**src/rtl/pixel_write_arbiter.sv**
```systemverilog
// Frame-buffer write arbiter: FIFO-buffered line-drawing pixels merged with a
// full-screen clear engine that has priority, one registered write per cycle.
module pixel_write_arbiter #(
  parameter int unsigned       ADDR_W      = 19,
  parameter int unsigned       DATA_W      = 6,
  parameter int unsigned       DEPTH       = 16,
  parameter int unsigned       FB_SIZE     = 307200,
  parameter logic [DATA_W-1:0] CLEAR_COLOR = '0
) (
  input  logic              clock,
  input  logic              reset,
  input  logic              start_clear,
  input  logic              in_we,
  input  logic [ADDR_W-1:0] in_addr,
  input  logic [DATA_W-1:0] in_data,
  input  logic              fb_ready,
  output logic              fb_we,
  output logic [ADDR_W-1:0] fb_addr,
  output logic [DATA_W-1:0] fb_data,
  output logic              fifo_full,
  output logic              fifo_empty,
  output logic              overflow,
  output logic              clear_busy,
  output logic              clear_done
);

  localparam int unsigned PTR_W = (DEPTH > 1) ? $clog2(DEPTH) : 1;
  localparam int unsigned CNT_W = PTR_W + 1;
  localparam int unsigned CLR_W = (FB_SIZE > 1) ? $clog2(FB_SIZE) : 1;
  localparam int unsigned ENT_W = ADDR_W + DATA_W;
  localparam logic [CLR_W-1:0] CLR_LAST = CLR_W'(FB_SIZE - 1);
  localparam logic [CNT_W-1:0] CNT_FULL = CNT_W'(DEPTH);

  typedef enum logic {IDLE, CLEAR} state_t;

  state_t            state_q, state_d;
  logic [ENT_W-1:0]  mem_q [DEPTH];
  logic [PTR_W-1:0]  wr_ptr_q, wr_ptr_d;
  logic [PTR_W-1:0]  rd_ptr_q, rd_ptr_d;
  logic [CNT_W-1:0]  cnt_q, cnt_d;
  logic [CLR_W-1:0]  clr_cnt_q, clr_cnt_d;
  logic              overflow_q, overflow_d;
  logic              fb_we_q, fb_we_d;
  logic [ADDR_W-1:0] fb_addr_q, fb_addr_d;
  logic [DATA_W-1:0] fb_data_q, fb_data_d;
  logic              clear_done_q, clear_done_d;
  logic              push, pop;
  logic              full_c, empty_c;

  assign full_c  = (cnt_q == CNT_FULL);
  assign empty_c = (cnt_q == '0);

  // State register and all registered outputs
  always_ff @(posedge clock) begin
    if (reset) begin
      state_q      <= IDLE;
      wr_ptr_q     <= '0;
      rd_ptr_q     <= '0;
      cnt_q        <= '0;
      clr_cnt_q    <= '0;
      overflow_q   <= 1'b0;
      fb_we_q      <= 1'b0;
      fb_addr_q    <= '0;
      fb_data_q    <= '0;
      clear_done_q <= 1'b0;
    end else begin
      state_q      <= state_d;
      wr_ptr_q     <= wr_ptr_d;
      rd_ptr_q     <= rd_ptr_d;
      cnt_q        <= cnt_d;
      clr_cnt_q    <= clr_cnt_d;
      overflow_q   <= overflow_d;
      fb_we_q      <= fb_we_d;
      fb_addr_q    <= fb_addr_d;
      fb_data_q    <= fb_data_d;
      clear_done_q <= clear_done_d;
    end
  end

  // FIFO storage needs no reset; occupancy is tracked by cnt_q
  always_ff @(posedge clock) begin
    if (push) begin
      mem_q[wr_ptr_q] <= {in_addr, in_data};
    end
  end

  always_comb begin
    state_d      = state_q;
    clr_cnt_d    = clr_cnt_q;
    pop          = 1'b0;
    fb_we_d      = 1'b0;
    fb_addr_d    = fb_addr_q;
    fb_data_d    = fb_data_q;
    clear_done_d = 1'b0;

    unique case (state_q)
      IDLE: begin
        if (start_clear) begin
          state_d   = CLEAR;
          clr_cnt_d = '0;
        end else if (fb_ready && !empty_c) begin
          pop                    = 1'b1;
          fb_we_d                = 1'b1;
          {fb_addr_d, fb_data_d} = mem_q[rd_ptr_q];
        end
      end
      CLEAR: begin
        if (fb_ready) begin
          fb_we_d   = 1'b1;
          fb_addr_d = ADDR_W'(clr_cnt_q);
          fb_data_d = CLEAR_COLOR;
          if (clr_cnt_q == CLR_LAST) begin
            state_d      = IDLE;
            clear_done_d = 1'b1;
          end else begin
            clr_cnt_d = clr_cnt_q + CLR_W'(1);
          end
        end
      end
      default: state_d = IDLE;
    endcase

    // A pop frees a slot in the same cycle, so a full FIFO can still accept
    push       = in_we && (!full_c || pop);
    overflow_d = overflow_q | (in_we && full_c && !pop);
    wr_ptr_d   = push ? wr_ptr_q + PTR_W'(1) : wr_ptr_q;
    rd_ptr_d   = pop  ? rd_ptr_q + PTR_W'(1) : rd_ptr_q;
    cnt_d      = cnt_q;
    if (push && !pop) begin
      cnt_d = cnt_q + CNT_W'(1);
    end else if (pop && !push) begin
      cnt_d = cnt_q - CNT_W'(1);
    end
  end

  assign fb_we      = fb_we_q;
  assign fb_addr    = fb_addr_q;
  assign fb_data    = fb_data_q;
  assign fifo_full  = full_c;
  assign fifo_empty = empty_c;
  assign overflow   = overflow_q;
  assign clear_busy = (state_q == CLEAR);
  assign clear_done = clear_done_q;

endmodule
```
**config.mk**
```make
export PLATFORM = sky130hd
export DESIGN_NAME = pixel_write_arbiter
export DESIGN_NICKNAME = d
export VERILOG_FILES = /design/src/rtl/pixel_write_arbiter.sv
export SDC_FILE = /design/constraint.sdc
export NUM_CORES = 1
export LEC_CHECK = 0
export BUFFER_PORTS_ARGS = -buffer_cell sky130_fd_sc_hd__buf_4
export CAP_MARGIN = 25
export CORE_MARGIN = 2
export CORE_UTILIZATION = 56
export CTS_CLUSTER_DIAMETER = 50
export DETAILED_ROUTE_END_ITERATION = 8
export HOLD_SLACK_MARGIN = 0.12
export PLACE_DENSITY_LB_ADDON = 0.05
export SLEW_MARGIN = 20
export SYNTH_ARGS = -nofsm -noshare
export SYNTH_HDL_FRONTEND = slang
export SYNTH_SLANG_ARGS = --single-unit
```
**constraint.sdc**
```tcl
create_clock -name clock -period 3.7 [get_ports clock]
set_input_delay 0.74 -clock clock [delete_from_list [all_inputs] [get_ports clock]]
set_output_delay 0.74 -clock clock [all_outputs]
set_load 0.05 [all_outputs]
```
==> impl_results.md, run 1 <==
* Run status: finished clean
* Share of power burned in combinational logic at 10.6%
* Crit-path slowest cell: nor4_2
* Final slew viol count at 0
* Gpl congestion at 0.790
* Synth unique cells at 52
* Min-Delay Path Class: input pin to register
* Crit. End Element: register
* Fin. Hold Viols at 0
* PD cells at 573 nW/um^2
* Vias post-DR at 9119
* Die width at around 180 um
* Pre-CTS setup slack at around 490 ps
* Largest net degree at the start of global routing at 48
* Slew margin rel. at 38.0%
* Register area share after synthesis at 73.4%
* Drt drc at 0
* CTS H-tree lvls at 2
* Global-route wire length before repair at 57.6 mm
* Post-DP HPWL at 22.9 mm
* Ant. Diodes at 0
* Int Pwr at 0.00921 W
* Worst-path maximum fanout at 5
* GRT Overall Usage at between 20% and 30%
* DR iter-0 viols at 712
* WS Path Type: register to register
* Post-route setup slack at 981 ps
* Minimum clock period at 2720 ps
* Max-capacitance violation count at 0
* Root buffer cell: clkbuf_16
* Clock Skew at 10.2 ps
* Synth Net Count at 995
* Avg WL per Cell at roughly 26 um
* Nets at 1093
* Slew @ Worst Pin at 921 ps
* Die area at 33900 um^2
* Clock transition at path regs at 60 ps
* Switching share of power at 23.4%
* Vias in the first global route at 9212
* Final setup fails at 0
* Required time of the critical path at 4150 ps
* Vias per cell at 6.11
* CTS Hold Buffers Added at 0
* Post_cts resized at 0
* Setup TNS at 0 ps
* Antenna-violating nets left at 0
* Post-CTS Setup Inserts at 0
* RSZ-0062 raised after global routing: false
* Initial DRT Pass Iterations at 5
* Rows at 65
* Yosys warnings at 0
* VDD IR max at 0.464 mV
* Reg power frac at between 40 and 50%
* Switch Pwr at 0.00282 W
* Max Buffers Root-to-Sink at 3
* Critical-path cell list: nor4_2 > a31oi_2 > ha_1 > inv_1 > ha_1 > a21o_1 > a21oi_1 > mux2i_1 > mux2_2
* GR Overflow Total at 0
* Post-Syn Area at 18100 um^2
* Total CTS buffers at 47
* Most Frequent Cell on Critical Path: ha_1
* Core region area at about 32000 um^2
* Startpoint Class: register
* Layout area overhead at 15.7%
* Avg Inst Size Synth at approximately 19 um^2
* Top Ports at ~60
* Final period util at 73.5%
* Leakage at between 6 and 7 nW
* Post-Synthesis Cells at 954
* Max incr delay on CP at 480 ps
* Fmax at 368 MHz
* Die Y at 184 um
* Clock sinks at ~470
* Initial core utilization at roughly 57%
* CTS tree: done
* Worst skew pair latency at 560 ps
* FF-to-FF setup slack at approximately 1000 ps
* Antenna violations before repair at 1
* IO buf count at 60
* Layout cells sized above 1 at between 30% and 40%
* Clock power frac at 39.6%
* Critical Path AT at 3170 ps
* Final wirelength at 38.1 mm
* Count of state elements after synthesis at 465
==> Yosys cell counts, drive strengths merged <==
cell	n	share of area [%]
or2	2	0.069
a21o	8	0.33
o311ai	1	0.090
nor4	2	0.10
nor3	8	0.28
nand2b	4	0.14
fa	1	0.11
nand4	7	0.24
dfxtp	65	7.2
xor2	9	0.43
or3b	1	0.062
a211oi	7	0.37
o31ai	2	0.083
ha	10	0.69
and2	1	0.035
or4b	1	0.055
edfxtp	400	66
buf	24	0.70
nand3b	2	0.083
nor2	55	1.1
a221o	19	1.0
and3	2	0.069
clkbuf	26	0.54
or4	3	0.12
mux2i	14	0.77
xnor2	15	0.72
o21ai	3	0.10
inv	13	0.27
mux4	100	12
o22ai	6	0.21
nand3	29	0.80
o2111ai	1	0.048
a31oi	2	0.10
and4	1	0.048
a2111oi	2	0.097
nor3b	1	0.10
nand2	34	0.70
mux2	39	2.4
a21oi	33	0.97
or3	1	0.035
==> per-layer routing <==
layer | global-route usage, % | routed length (um)
met3 | 4.52 | 2660
met2 | 35.8 | 17900
met4 | 5.25 | 669
met1 | 35.6 | 16900
met5 | 0 | 0
==> worst max-delay path, delay by kind of cell (launching register included) <==
family | cells | cell delay, ps
fa+ha+maj | 2 | 560
mux | 2 | 550
compound gates | 3 | 520
simple gates | 1 | 480
flops | 1 | 350
buf+inv | 1 | 140
==> path summary, 6_finish.rpt <==
path,from,endpoint,depth (start not counted)
worst max-delay path,cnt_q[0],cnt_q[4],9
worst min-delay path,in_we,overflow,3
worst max register to register,cnt_q[0],cnt_q[4],9
worst min register to register,fb_data[4],fb_data[4],1
==> metrics by stage <==
stage          total power [W]  hold WS [ps]  utilization [%]  instances  instance area, um^2
2_1_floorplan          0.00693           468                -        954                18200
3_3_place_gp           0.00737           437             61.2       1405                19400
3_5_place_dp           0.00739           448             61.2       1405                19400
4_1_cts                 0.0121           414             66.2       1493                21000
5_1_grt                 0.0124           459             66.2       1493                21000
6_report                0.0120           425             66.2       1493                21000
==> logic make-up (layout without fill, tap and decap cells) <==
family | Yosys count | after routing | synth area share [%]
AOI/OAI and AO/OA | 84 | 84 | 3.46
xor gates and xnor gates | 24 | 24 | 1.16
adders and majority gates | 11 | 11 | 0.800
buffers and inverters | 63 | 200 | 1.50
DFF | 465 | 465 | 73.4
muxes | 153 | 153 | 15.6
and+or+nand+nor | 154 | 154 | 4.09
==> power groups by stage <==
stage	Clock, W	Combinational (W)	Sequential (W)
2_1_floorplan	0	0.000730	0.00620
3_3_place_gp	0	0.00127	0.00610
3_5_place_dp	0	0.00127	0.00611
6_report	0.00476	0.00127	0.00600
5_1_grt	0.00506	0.00136	0.00602
4_1_cts	0.00485	0.00128	0.00600
==> registers in the layout, indices dropped and copies added, names as in the netlist, named ones only <==
register,cells
clear_done,1
mem_q,400
fb_addr,19
clr_cnt_q,19
cnt_q,5
rd_ptr_q,4
clear_busy,1
overflow,1
wr_ptr_q,4
fb_we,1
fb_data,6
==> cells in the final DEF (no fill, tap or decap), types with 3 or more instances in the layout <==
master      instances
buf_4              90
edfxtp_1          400
nor2_1             43
ha_1               10
bufinv_16           6
nor3_4              5
inv_1              12
a211oi_1            4
mux2i_1            14
nor3_1              3
xor2_1              9
clkinv_1            9
o22ai_1             6
xnor2_1            15
or4_1               3
nand4_1             7
a21o_1              8
clkbuf_16          47
nand3_1            29
buf_12              9
nand2b_1            4
a21oi_1            32
nor2_4             12
mux2_2             39
mux4_2            100
a221o_1            19
clkbuf_1            9
clkinvlp_4          3
dfxtp_1            61
clkinv_2            7
a211oi_2            3
nand2_1            34
==> final cells by class <==
| type | count | area (um^2) |
|---|---|---|
| sequential | 465 | 13300 |
| clock inverter | 30 | 334 |
| tap | 402 | 503 |
| timing repair buffer | 99 | 856 |
| inverter | 13 | 48.8 |
| fill | 2176 | 10700 |
| clock buffer | 58 | 1240 |
| multi-input combinational | 426 | 4690 |
Power figures use the tool's default switching activity.
==> inputs of run 2 (changes only) <==
--- a/config.mk
+++ b/config.mk
@@ -5,6 +5,7 @@
 export SDC_FILE = /design/constraint.sdc
 export NUM_CORES = 1
 export LEC_CHECK = 0
+export ABC_AREA = 1
 export BUFFER_PORTS_ARGS = -buffer_cell sky130_fd_sc_hd__buf_4
 export CAP_MARGIN = 25
 export CORE_MARGIN = 2
==> constraint.sdc (replaced) <==
create_clock -name clock -period 2.5 [get_ports clock]
set_input_delay 0.5 -clock clock [delete_from_list [all_inputs] [get_ports clock]]
set_output_delay 0.5 -clock clock [all_outputs]
set_load 0.05 [all_outputs]
==> impl_results.md, run 2 <==
* Run status: finished clean (unchanged)
* Total CTS buffers at 49 (was 47)
* CTS tree: done (unchanged)
* GRT met3 Usage at 3.71% (was 4.52%)
* CTS H-tree lvls at 2 (unchanged)
* Die width at 190 um (was 184 um)
* Non-Filler Instances at 2310 (was 1493)
* Avg Inst Size Synth at 11.0 um^2 (was 19.0 um^2)
* Post-DP HPWL at 26.3 mm (was 22.9 mm)
* Vias per cell at 5.44 (was 6.11)
* Hold_sp: in_addr[12] (was in_we)
* Clock transition at path regs at 60 ps (about the same)
* Drt drc at 0 (unchanged)
* Slew @ Worst Pin at 736 ps (was 921 ps)
* Most frequent cells in the layout: 400 x edfxtp_1, 264 x nand2_1, 241 x inv_1 (was 400 x edfxtp_1, 100 x mux4_2, 90 x buf_4)
* Int Pwr at 0.0134 W (was 0.00921 W)
* Grt met1 use at 33.1% (was 35.6%)
* Antenna violations before repair at 1 (unchanged)
* Switching share of power at 25.1% (was 23.4%)
* Share of power burned in combinational logic at 13.0% (was 10.6%)
* Switch Pwr at 0.00451 W (was 0.00282 W)
* Clock power frac at 38.1% (was 39.6%)
* IO buf count at 60 (unchanged)
* Final setup fails at 0 (unchanged)
* Post-Synthesis Cells at 1752 (was 954)
* Ys async rst share at 0% (unchanged)
* Count of state elements after synthesis at 465 (unchanged)
* Largest register by flop count: mem_q (unchanged)
* Synth area leader: edfxtp_1 (unchanged)
* Final slew viol count at 0 (unchanged)
* Initial DRT Pass Iterations at 5 (unchanged)
* Largest net degree at the start of global routing at 103 (was 48)
* Clock sinks at 465 (unchanged)
* CP Launch Point: cnt_q[2] (was cnt_q[0])
* Initial core utilization at 57.3% (was 57.2%)
* Die area at 36000 um^2 (was 33900 um^2)
* Slew margin rel. at 50.9% (was 38.0%)
* VDD IR max at 0.616 mV (was 0.464 mV)
* Synth unique cells at 31 (was 52)
* Top FF cell, synth: edfxtp_1 (unchanged)
* Critical Path AT at 2730 ps (was 3170 ps)
* Die Y at 190 um (was 184 um)
* Antenna-violating nets left at 0 (unchanged)
* Minimum clock period at 2280 ps (was 2720 ps)
* RSZ-0062 raised after global routing: false (unchanged)
* EDFF count, synth at 400 (unchanged)
* Min-Delay Path Class: input pin to register (unchanged)
* Root buffer cell: clkbuf_16 (unchanged)
* Layout area overhead at 15.5% (was 15.7%)
* DR iter-0 viols at 985 (was 712)
* Worst skew pair latency at 560 ps (about the same)
* Post-route setup slack at 220 ps (was 981 ps)
* Register area share after synthesis at 69.0% (was 73.4%)
* Util after Layout at 66.2% (about the same)
* Share of the synthesized area in the top cell type at 62.2% (was 66.2%)
* Gpl congestion at 0.814 (was 0.790)
* GRT Overall Usage at 24.7% (was 23.4%)
* Post-Syn Area at 19300 um^2 (was 18100 um^2)
* Final period util at 91.2% (was 73.5%)
* Leakage at 8.23 nW (was 6.67 nW)
* Worst-case reg-to-reg path depth at 19 (was 9)
* Most instantiated cells after synthesis: 400 x edfxtp_1, 267 x nand2_1, 244 x inv_1 (was 400 x edfxtp_1, 100 x mux4_2, 65 x dfxtp_1)
* Clock Skew at 14.3 ps (was 10.2 ps)
* Final wirelength at 43.8 mm (was 38.1 mm)
* Required time of the critical path at 2950 ps (was 4150 ps)
* Vias in the first global route at 12.2k (was 9212)
* Core region area at 33700 um^2 (was 31700 um^2)
* WHS Path Cells at 1 (was 3)
* Fmax at 439 MHz (was 368 MHz)
* Commonest non-fill, non-tap cell in the layout: edfxtp_1 (unchanged)
* GR Overflow Total at 0 (unchanged)
* Yosys warnings at 0 (unchanged)
* Rows at 67 (was 65)
* Number of flip-flops in the largest register at 400 (unchanged)
* Synth Net Count at 1793 (was 995)
* Max Buffers Root-to-Sink at 3 (unchanged)
* Dpl cells at 2223 (was 1405)
* Top Ports at 61 (unchanged)
* Fin. Hold Viols at 0 (unchanged)
* Layout cells sized above 1 at 12.1% (was 31.3%)
* Max-capacitance violation count at 0 (unchanged)
* Worst-path maximum fanout at 2 (was 5)
* Avg WL per Cell at 18.9 um (was 25.5 um)
* Top-count cell post-synth: edfxtp_1 (unchanged)
* Largest cells by area after synthesis: edfxtp_1 62%, dfxtp_1 6.7%, nand2_1 5.2% (was edfxtp_1 66%, mux4_2 12%, dfxtp_1 7.2%)
* Grt peak-use layer: met2 (unchanged)
* Crit. End Element: register (unchanged)
* Vias post-DR at 12.6k (was 9119)
* R2R Path Start: cnt_q[2] (was cnt_q[0])
* Startpoint Class: register (unchanged)
* WS Path Type: register to register (unchanged)
* Pre-CTS setup slack at 24.6 ps (was 493 ps)
* Nets at 1867 (was 1093)
* Reg power frac at 48.9% (was 49.9%)
* Global-route wire length before repair at 68.1 mm (was 57.6 mm)
* PD cells at 804 nW/um^2 (was 573 nW/um^2)
* GR Util met2 at 41.4% (was 35.8%)
## run 2: what timing repair did
| item | CTS | global route |
|---|---|---|
| resized for setup | 0 | 14 |
| hold buffers | 0 | 0 |
| buffers inserted | 0 | 0 |
| endpoints found under the setup margin | 0 | 3 |
## run 2: routing by layer
layer | routed length, um | share of wire [%]
met5 | 0 | 0
met4 | 1460 | 3.3
met3 | 2240 | 5.1
met2 | 20900 | 48
met1 | 19100 | 44
## run 2: worst max-delay path, stage by stage, from the launching register on
cell and delay (ps):
dfxtp_2 330, nor2_4 110, nand4_1 150, nand2_1 100
inv_1 50, nand2_2 70, nand2_2 60, nand2_2 70
inv_2 50, ha_4 160, buf_4 140, fa_2 350
inv_1 60, nand2_1 50, nand2_1 70, a21oi_2 50
nor2_1 80, nor2_1 60, a21oi_1 130, nor2_1 60
## run 2: stage by stage
step           TNS, ps  cell area, um^2  total power (W)  hold slack, ps
5_1_grt              0            22300           0.0186             248
6_report             0            22300           0.0179             252
3_5_place_dp         0            20800           0.0112             440
3_3_place_gp         0            20800           0.0112             438
4_1_cts              0            22300           0.0180             216
2_1_floorplan  -113650            19300           0.0104             447
## run 2: path summary, 6_finish.rpt
check / to / slack (ps)
max: cnt_q[4] / 220
min: mem_q[10][18] / 250
max reg2reg: cnt_q[4] / 220
min reg2reg: fb_addr[4] / 450
## run 2: power by group through the flow
stage          clock (W)  sequential (W)  combinational [W]
5_1_grt          0.00725         0.00879            0.00258
6_report         0.00683         0.00877            0.00233
4_1_cts          0.00695         0.00876            0.00231
2_1_floorplan          0         0.00906            0.00130
3_3_place_gp           0         0.00892            0.00227
3_5_place_dp           0         0.00892            0.00230
## run 2: kinds of logic after synthesis
logic type | count (synthesis) | share of synthesized area (%)
AOI/OAI and AO/OA | 361 | 10.5
and+or+nand+nor | 562 | 12.4
DFF | 465 | 69.0
adders and majority gates | 11 | 0.752
buffers and inverters | 344 | 7.03
xor gates and xnor gates | 9 | 0.408
## run 2: cell type report
cell class              instances  area, um^2
diodes                          1        2.50
well taps                     448         561
repair buffers                120        1190
multi-input cells             943        4800
flip-flops and latches        465       13300
fillers                      2605       11400
inverters                     247         928
clock inverters                19         178
clock buffers                  67        1310
==> inputs of run 3 (changes only) <==
--- a/config.mk
+++ b/config.mk
@@ -8,8 +8,7 @@
 export ABC_AREA = 1
 export BUFFER_PORTS_ARGS = -buffer_cell sky130_fd_sc_hd__buf_4
 export CAP_MARGIN = 25
-export CORE_MARGIN = 2
-export CORE_UTILIZATION = 56
+export CORE_UTILIZATION = 60
 export CTS_CLUSTER_DIAMETER = 50
 export DETAILED_ROUTE_END_ITERATION = 8
 export HOLD_SLACK_MARGIN = 0.12
==> constraint.sdc (replaced) <==
create_clock -name clock -period 2.7 [get_ports clock]
set_input_delay 0.54 -clock clock [delete_from_list [all_inputs] [get_ports clock]]
set_output_delay 0.54 -clock clock [all_outputs]
set_load 0.05 [all_outputs]
==> impl_results.md, run 3 (same netlist as run 2, synthesis figures left out) <==
* Leakage at 8.18 nW (was 8.23 nW)
* Worst skew pair latency at 550 ps (was 560 ps)
* Crit. End Element: register (unchanged)
* WHS Path Cells at 3 (was 1)
* Vias post-DR at 12.6k (about the same)
* Clock power frac at 38.2% (was 38.1%)
* Run status: finished clean (unchanged)
* Vias in the first global route at 12.3k (was 12.2k)
* WS Path Type: register to register (unchanged)
* Worst reg2reg endpoint: cnt_q[4] (unchanged)
* Required time of the critical path at 3130 ps (was 2950 ps)
* Initial core utilization at 61.0% (was 57.3%)
* Max-capacitance violation count at 0 (unchanged)
* Int Pwr at 0.0124 W (was 0.0134 W)
* Total Power at 0.0165 W (was 0.0179 W)
* M1 wire length at 18.1 mm (was 19.1 mm)
* Die area at 32900 um^2 (was 36000 um^2)
* IO buf count at 60 (unchanged)
* FF-to-FF setup slack at 270 ps (was 220 ps)
* Clock transition at path regs at 60 ps (about the same)
* Slew @ Worst Pin at 753 ps (was 736 ps)
* Worst-path maximum fanout at 3 (was 2)
* Layout cells sized above 1 at 11.3% (was 12.1%)
* Reg power frac at 49.4% (was 48.9%)
* Drt drc at 0 (unchanged)
* Die width at 181 um (was 190 um)
* R2R Path Start: cnt_q[3] (was cnt_q[2])
* GRT Overall Usage at 26.9% (was 24.7%)
* Nets at 1856 (was 1867)
* Final setup fails at 0 (unchanged)
* Largest net degree at the start of global routing at 87 (was 103)
* Minimum clock period at 2430 ps (was 2280 ps)
* Antenna violations before repair at 1 (unchanged)
* Antenna-violating nets left at 0 (unchanged)
* Setup TNS at 0 ps (unchanged)
* Avg WL per Cell at 19.1 um (was 18.9 um)
* Post-CTS Setup Inserts at 0 (unchanged)
* Rows at 65 (was 67)
* Root buffer cell: clkbuf_16 (unchanged)
* Total CTS buffers at 48 (was 49)
* Worst-case reg-to-reg path depth at 19 (unchanged)
* Vias per cell at 5.61 (was 5.44)
* PD cells at 745 nW/um^2 (was 804 nW/um^2)
* Fmax at 412 MHz (was 439 MHz)
* Final wirelength at 43.0 mm (was 43.8 mm)
* Top Metal Used: met5 (was met4)
* VDD IR max at 0.590 mV (was 0.616 mV)
* Switching share of power at 25.1% (about the same)
* Initial DRT Pass Iterations at 5 (unchanged)
* Top Ports at 61 (unchanged)
* Global-route wire length before repair at 68.0 mm (was 68.1 mm)
* Slew margin rel. at 49.7% (was 50.9%)
* Ant. Diodes at 0 (was 1)
* DR iter-0 viols at 994 (was 985)
* Die Y at 181 um (was 190 um)
* Min-Delay Path Class: input pin to register (unchanged)
* Switch Pwr at 0.00413 W (was 0.00451 W)
* Clock sinks at 465 (unchanged)
* Layout area overhead at 14.5% (was 15.5%)
* Post-DP HPWL at 26.9 mm (was 26.3 mm)
* Commonest non-fill, non-tap cell in the layout: edfxtp_1 (unchanged)
* WL met2 at 21.1 mm (was 20.9 mm)
* Hold Path End: overflow (was mem_q[10][18])
* Gpl congestion at 0.838 (was 0.814)
* RSZ-0062 raised after global routing: false (unchanged)
* GR Overflow Total at 0 (unchanged)
* Routed length on met3 at 2.23 mm (was 2.24 mm)
* CTS H-tree lvls at 2 (unchanged)
* CTS tree: done (unchanged)
* Core region area at 31600 um^2 (was 33700 um^2)
* CTS Hold Buffers Added at 0 (unchanged)
* Number of flip-flops in the largest register at 400 (unchanged)
* Startpoint Class: register (unchanged)
* Final period util at 89.8% (was 91.2%)
* Share of power burned in combinational logic at 12.4% (was 13.0%)
* Fin. Hold Viols at 0 (unchanged)
* Most frequent cells in the layout: 400 x edfxtp_1, 267 x nand2_1, 241 x inv_1 (was 400 x edfxtp_1, 264 x nand2_1, 241 x inv_1)
* Hold_sp: in_we (was in_addr[12])
* Final slew viol count at 0 (unchanged)
* Max Buffers Root-to-Sink at 3 (unchanged)
* Clock Skew at 16.9 ps (was 14.3 ps)
* Largest register by flop count: mem_q (unchanged)
* Critical Path AT at 2850 ps (was 2730 ps)
[run 3: area by class of cell]
cell class / instances / area, um^2
multi-input cells: 943 / 4770
fillers: 2271 / 9530
well taps: 402 / 503
clock inverters: 29 / 239
flip-flops and latches: 465 / 13300
clock buffers: 57 / 1260
repair buffers: 110 / 1090
inverters: 247 / 928
[run 3: worst max path at each step]
stage / start / endpoint / slack (ps) / cells past startpoint
after floorplan: clear_busy / mem_q[0][0] / -150 / 8
after global placement: start_clear / cnt_q[4] / 130 / 17
after detailed placement: start_clear / cnt_q[4] / 120 / 17
after CTS: cnt_q[3] / cnt_q[4] / 150 / 19
after global routing: cnt_q[3] / cnt_q[4] / 10 / 19
final: cnt_q[3] / cnt_q[4] / 270 / 19
[run 3: per-layer routing]
metal	track usage, %	up-vias
li1	-	6168
met2	45.2	356
met4	10.3	2
met3	3.47	83
met1	35.9	6026
met5	0	-
[run 3: through the flow]
stage | setup slack (ps) | instances | instance area, um^2 | util (%) | hold slack [ps]
2_1_floorplan | -152 | 1752 | 19300 | - | 447
4_1_cts | 147 | 2253 | 22100 | 69.8 | 277
3_5_place_dp | 116 | 2167 | 20600 | 65.1 | 441
6_report | 275 | 2253 | 22100 | 69.9 | 304
5_1_grt | 10.8 | 2253 | 22100 | 69.9 | 305
3_3_place_gp | 128 | 2167 | 20600 | 65.1 | 439
[run 3: timing repair]
| action | CTS | global route |
|---|---|---|
| setup endpoints to repair | 0 | 1 |
| endpoints found under the hold margin | 0 | 0 |
| gates resized for setup | 0 | 7 |
[run 3: critical path, stage by stage (launching register included)]
cell and delay (ps):
dfxtp_1 330, nor2_2 130, nand4_1 160, nand2_1 90
inv_1 40, nand2_1 70, nand2_1 90, nand2_1 90
inv_1 60, ha_2 200, buf_4 140, fa_2 340
inv_1 60, nand2_1 40, nand2_1 70, a21oi_2 60
nor2_1 110, nor2_1 70, a21oi_1 120, nor2_1 50
[run 3: power groups by stage]
stage	combinational (W)	clock (W)	sequential, W
floorplan	0.00119	0	0.00839
global placement	0.00199	0	0.00828
detailed placement	0.00202	0	0.00829
CTS	0.00203	0.00638	0.00814
global route	0.00225	0.00666	0.00816
finish	0.00204	0.00630	0.00814
